## src/rtl/uart_tx_feeder.sv

```systemverilog
// rtl/uart_tx_feeder.sv - byte FIFO feeding a UART transmitter with start/txdone handshake and guard gap
// Optional: define UART_TX_FEEDER_DROP_CNT_EN to add the saturating drop_cnt output.
module uart_tx_feeder #(
    parameter int DEPTH        = 8,
    parameter int GUARD_CYCLES = 4
) (
    input  logic                     clk,
    input  logic                     rst_n,
    input  logic                     wr_en,
    input  logic [7:0]               wr_data,
    input  logic                     txdone,
    output logic                     start,
    output logic [7:0]               txin,
    output logic                     full,
    output logic                     empty,
    output logic [$clog2(DEPTH):0]   level,
    output logic                     busy
`ifdef UART_TX_FEEDER_DROP_CNT_EN
    ,
    output logic [7:0]               drop_cnt
`endif
);

    localparam int AW    = $clog2(DEPTH);
    localparam int LW    = AW + 1;
    localparam int GW    = $clog2(GUARD_CYCLES + 2);
    localparam int GLAST = (GUARD_CYCLES == 0) ? 0 : GUARD_CYCLES - 1;

    typedef enum logic [1:0] {
        IDLE      = 2'd0,
        LAUNCH    = 2'd1,
        WAIT_DONE = 2'd2,
        GUARD     = 2'd3
    } state_t;

    state_t          state;
    logic [7:0]      mem [DEPTH];
    logic [AW-1:0]   wr_ptr;
    logic [AW-1:0]   rd_ptr;
    logic [LW-1:0]   level_next;
    logic [GW-1:0]   guard_cnt;
    logic            wr_accept;
    logic            pop;

    // Writes are gated by the registered full flag, so a same-cycle pop never frees room for them.
    assign wr_accept = wr_en & ~full;
    assign pop       = (state == IDLE) & ~empty;

    always_comb begin
        level_next = level;
        if (wr_accept && !pop) begin
            level_next = level + LW'(1);
        end else if (!wr_accept && pop) begin
            level_next = level - LW'(1);
        end
    end

    always_ff @(posedge clk) begin
        if (wr_accept) begin
            mem[wr_ptr] <= wr_data;
        end
    end

    always_ff @(posedge clk or negedge rst_n) begin
        if (!rst_n) begin
            wr_ptr <= '0;
            rd_ptr <= '0;
            level  <= '0;
            full   <= 1'b0;
            empty  <= 1'b1;
        end else begin
            if (wr_accept) begin
                wr_ptr <= wr_ptr + AW'(1);
            end
            if (pop) begin
                rd_ptr <= rd_ptr + AW'(1);
            end
            level <= level_next;
            full  <= (level_next == LW'(DEPTH));
            empty <= (level_next == '0);
        end
    end

    // txin is only loaded on a pop, which holds it through WAIT_DONE, GUARD and the return to IDLE.
    always_ff @(posedge clk or negedge rst_n) begin
        if (!rst_n) begin
            state     <= IDLE;
            start     <= 1'b0;
            txin      <= 8'h00;
            busy      <= 1'b0;
            guard_cnt <= '0;
        end else begin
            start <= 1'b0;
            case (state)
                IDLE: begin
                    if (!empty) begin
                        txin  <= mem[rd_ptr];
                        start <= 1'b1;
                        busy  <= 1'b1;
                        state <= LAUNCH;
                    end
                end
                LAUNCH: begin
                    state <= WAIT_DONE;
                end
                WAIT_DONE: begin
                    if (txdone) begin
                        guard_cnt <= '0;
                        state     <= GUARD;
                    end
                end
                GUARD: begin
                    if (guard_cnt == GW'(GLAST)) begin
                        busy  <= 1'b0;
                        state <= IDLE;
                    end else begin
                        guard_cnt <= guard_cnt + GW'(1);
                    end
                end
                default: begin
                    busy  <= 1'b0;
                    state <= IDLE;
                end
            endcase
        end
    end

`ifdef UART_TX_FEEDER_DROP_CNT_EN
    always_ff @(posedge clk or negedge rst_n) begin
        if (!rst_n) begin
            drop_cnt <= 8'h00;
        end else if (wr_en && full && (drop_cnt != 8'hFF)) begin
            drop_cnt <= drop_cnt + 8'h01;
        end
    end
`endif

endmodule

```

## config.mk

```make
export PLATFORM = sky130hd
export DESIGN_NAME = uart_tx_feeder
export DESIGN_NICKNAME = d
export VERILOG_FILES = /design/src/rtl/uart_tx_feeder.sv
export SDC_FILE = /design/constraint.sdc
export NUM_CORES = 1
export LEC_CHECK = 0
export ABC_AREA = 1
export CAP_MARGIN = 25
export CORE_MARGIN = 2
export CORE_UTILIZATION = 40
export DETAILED_ROUTE_END_ITERATION = 8
export PLACE_DENSITY = 0.63
export SLEW_MARGIN = 40
export SYNTH_ARGS = -nofsm -noshare
export SYNTH_HDL_FRONTEND = slang
export SYNTH_SLANG_ARGS = --single-unit
```

## constraint.sdc

```tcl
create_clock -name clk -period 1.6 [get_ports clk]
set_input_delay 0.48 -clock clk [delete_from_list [all_inputs] [get_ports clk]]
set_output_delay 0.48 -clock clk [all_outputs]
set_load 0.01 [all_outputs]
```

Yosys cells after proc, flatten, opt, wreduce, memory -nomap -nowiden
Memory sizes are Yosys's and may differ from the RTL's. A register that Yosys moved wholly into a read port is not among the register bits.
Cells that the tools add are included.
Widths: inputs -> output; s select.
- word-level logic and storage cells: 57
- register bits after elaboration: 19
- memories kept: 1
- output and inout port bits: 16
- bits in writable memories: 64
- memories (name ; words ; width ; rd ports ; clocked after memory_dff ; wr ports ; line ; RTL):
    mem ; 8 ; 8 ; 1 ; 1 ; 1 ; 37 ; logic [7:0] mem [DEPTH];
- equality and inequality tests: 9
- muxes and demuxes: 16
- add/sub/neg operators: 5
- reduce and logical (&&, ||, !) cells: 13
- bitwise logic cells: 4
- operators by type and width (operator ; count):
    $add 3x1->3 const B ; 3
    $reduce_and 3->1 ; 3
    $mux 4 ; 2
    $ne 2x2->1 const B ; 4
    $pmux 2 s4 ; 1
    $mux 1 ; 6
    $mux 2 ; 3
    $mux 3 ; 2
    $pmux 3 s2 ; 1
    $add 4x1->4 const B ; 1
    $eq 2x2->1 const B ; 2
    $eq 4x4->1 const B ; 1
    $logic_not 4->1 ; 1
    $reduce_bool 2->1 ; 2
    $sub 4x1->4 const B ; 1
    $eq 3x2->1 const B ; 1
    $logic_not 1->1 ; 3
    $and 1x1->1 ; 2
    $eq 2x1->1 const B ; 1
    $logic_and 1x1->1 ; 2
    $logic_not 2->1 ; 1
    $not 1->1 ; 2
    $pmux 1 s2 ; 1
    $reduce_and 2->1 ; 1

Longest topological paths before layout
- depth in word-level cells: 7
- mapped depth: 11
- depth with buffers taken out: 11

Worst setup path before layout
Ideal clock, no wire load.
- path type: reg2reg
- start: reg full
- end: mem mem[4][0] (enable)
- path slack: -69 ps
- data required time: 1230 ps
- setup time: 370 ps
- cell stages (with the launch flop): 5
- period minus slack after synthesis: 1669 ps
- data arrival time: 1299 ps
- cells stage by stage: dfrtp_1 inv_2 nand2_1 or2_2 nor2_1
- longest elaborated chain between the ends: 4
- ends and longest elaborated chain (item ; line ; RTL):
    start, declared ; 14 ; output logic full,
    start signal, assigned ; 79 ; full <= (level_next == LW'(DEPTH));
    $not 1->1 ; 46 ; assign wr_accept = wr_en & ~full;
    $and 1x1->1 ; 46 ;
    $mux 1 ; 59 ; if (wr_accept) begin
    $mux 1 (implied by the code) ; 60 ; mem[wr_ptr] <= wr_data;
    end, declared ; 37 ;
Every way passes these cells.

Worst setup path in the final report
- start: reg level[3]
- end: out level[3]
- RTL lines (item ; line ; RTL):
    start, declared ; 16 ; output logic [$clog2(DEPTH):0] level,
    start signal, assigned ; 78 ; level <= level_next;
No word-level cell between the ends.

==> results by group <==
Status
  – Status: completed

Power and ir drop
  – Power per cell area: roughly 1800 nW/um^2
  – Pleak: 2.02 nW
  – Peak supply drop: 0.000674 V

Synthesis
  – Synth Area per Inst: 11.0 sq um
  – Post-synth top area cell: edfxtp_1
  – Synth area leaders: edfxtp_1 49%, dfrtp_1 17%, nand2_1 6.5%, inv_1 4.7%, nand3_1 4.1%
  – Mapped Nets: 376
  – Top cells by count, synth: 67 x nand2_1, 64 x edfxtp_1, 49 x inv_1
  – Top FF cell, synth: edfxtp_1
  – Count leader, synth: nand2_1
  – Synth Warn #: 0
  – #FFs+latches synth: 91
  – Top cell type's share of synthesized area: approximately 50%
  – Post-synth cell types: 25
  – Async S/R FF share, synth: 29.7%
  – Register area share after synthesis: about 67%
  – Synth Instances: about 360
  – Post-Syn Area: around 3900 sq um
  – EDFF count, synth: 64

Critical path
  – CP max stage cell: dfrtp_1
  – Crit-path cells: dlygate4sd2_1
  – CP top delay family: flip-flops
  – Max incr delay on CP: just over 0.4 ns
  – Startpoint types: flop
  – R2R cell count: 8
  – R2r endpoint: state[0]
  – Worst R2R Setup Slack: 0.09 ns
  – Buf/Inv on CP: 1
  – CP Max Fanout: 3
  – Worst EP required: around 1.1 ns
  – Setup crit end kind: primary output
  – Critical path class: flop to primary output
  – Critical Path AT: approximately 1.1 ns
  – Critical R2R Launch: state[1]

Route
  – Total Wirelength: 8.12 mm
  – Iter 0 DRT Violations: roughly 160
  – WL/cell: around 15 um
  – Antenna violation net count after detailed routing: 0
  – Vias after detailed routing: ~2600
  – Post-route DRC: 0
  – Routed vias/inst: slightly below 5
  – Pre-antenna DRT Iters: 4

Final layout
  – Multi-input logic area: ~1100 sq um
  – Reg area: between 2000 and 3000 sq um
  – Non-filler instance count after layout: ~540
  – # diodes: 0
  – Final core utilization: between 50 and 60%
  – Area Growth Syn to Fin: 21.7%
  – Layout cells sized above 1: ~15%
  – Fillers: approximately 840
  – Final #Nets: 430
  – Design area: between 4000 and 5000 sq um

GRT
  – Gr usage total: between 10% and 20%
  – Vias in the first global route: 2534
  – Pin count of the biggest net entering global routing: between 60 and 70
  – First-pass GRT wire length: 12.8 mm
  – Initial antenna violation count: 0
  – Grt ovf: 0

Hold path
  – Hold Path Stages: 2
  – Min-Delay Startpoint: txin[6]
  – Hold EP: txin[6]
  – Hold Path Class: flop to flop

Floorplanning
  – Die height: 103 um
  – Core Box Area: between 9000 and 10000 sq um
  – I/O pin count: 28
  – Die area: ~11000 sq um
  – Die Width: between 100 and 150 um
  – Initial Util: between 40% and 50%
  – Row count: 35

Run
  – Number of max-cap violations: 0

Placement
  – Placed Area: ~4500 sq um
  – Pre-CTS WS: -0.393 ns
  – Dpl hpwl: about 5.6 mm
  – DP Cell Count: roughly 520
  – RePlAce Congestion: between 0.8 and 0.9
  – Input/output buffers: 27

Timing
  – Fmax: 652 MHz
  – Worst slew pin tran: around 0.44 ns
  – Max Clock Skew: 0.00665 ns
  – Slew Limit Fails: 0
  – Final WS setup: approximately 0.066 ns
  – Relative slew slack: 70.7%
  – Fin crit period: between 1.5 and 2 ns
  – Period utilization: 95.9%
  – Min Hold Slack: ~0.47 ns
  – Final setup fails: 0
  – Final hold vios: 0

CTS
  – Root buffer cell: clkbuf_8
  – Register clock-pin slew on the reported worst setup and hold paths: around 0.08 ns
  – CTS buffer count: 9
  – Post-cts hold buffer count: 0
  – H-tree depth: 3
  – CTS tree: built
  – Clock Latency Late Sink: 0.35 ns
  – Sink Count: slightly above 90
  – Max Root-Sink Buffers: 2
-- report_power, final --
| part | switching, mW | internal [mW] |
|---|---|---|
| clock | 0.733 | 0.715 |
| sequential | 0.279 | 3.12 |
| combinational | 2.07 | 1.47 |
-- final cells by class --
| class | count | share of cell area [%] |
|---|---|---|
| Sequential cell | 91 | 54.9 |
| Multi-Input combinational cell | 196 | 22.5 |
| Timing Repair Buffer | 57 | 11.0 |
| Inverter | 54 | 4.28 |
| Tap cell | 129 | 3.41 |
| Clock buffer | 11 | 2.78 |
| Clock inverter | 5 | 1.14 |
-- flip-flops by register name, summed over array words and instances, names as in the netlist --
register,flops
level,4
guard_cnt,3
start,1
rd_ptr,3
empty,1
wr_ptr,3
txin,8
mem,64
state,2
busy,1
full,1
-- worst max-delay path by stage --
stage	from	to	cells past startpoint
after floorplan	full	mem[4][0]	4
after global placement	wr_en	mem[6][0]	5
after detailed placement	wr_en	mem[0][7]	5
after CTS	wr_en	full	10
after global routing	state[1]	state[0]	8
final	level[3]	level[3]	1
-- cells by family (layout without fill, tap and decap cells) --
logic type / count (synthesis) / count (layout) / share of synthesized area (%)
xor gates and xnor gates: 3 / 3 / 0.676
and+or+nand+nor: 125 / 125 / 14.0
DFF: 91 / 91 / 66.8
AOI/OAI and AO/OA: 59 / 59 / 8.66
buffers and inverters: 68 / 127 / 6.98
adders and majority gates: 9 / 9 / 2.90
-- per-stage QoR --
step / TNS, ns / power (mW)
floorplan: -2.22 / 5.52
global placement: -23.63 / 6.77
detailed placement: -24.43 / 6.84
CTS: 0 / 8.19
global route: -0.0375 / 9.06
finish: 0 / 8.39
-- repair_timing --
action,CTS,global route
gates resized for setup,22,11
endpoints found under the setup margin,49,36
endpoints found under the hold margin,0,0
buffers inserted,1,7
pin swaps,0,8
-- cell usage in the layout (no fill, tap or decap), types with 7 or more instances in the layout --
cell type	count
buf_4	25
ha_1	7
dfrtp_1	25
o211ai_1	16
nand3_1	31
clkbuf_8	9
edfxtp_1	64
nand2_1	67
o21ai_0	21
clkdlybuf4s50_1	10
a21oi_1	20
dlygate4sd2_1	15
inv_1	47
nor2_1	16
-- metal layers --
layer  up-vias  GRT usage [%]  share of wire [%]
met4         0           5.44                1.8
met1      1221           22.2                 46
met2        76           26.3                 47
met5         -              0                  0
li1       1299              -                  -
met3        13           4.75                5.0
(Power assumes the default switching activity.)
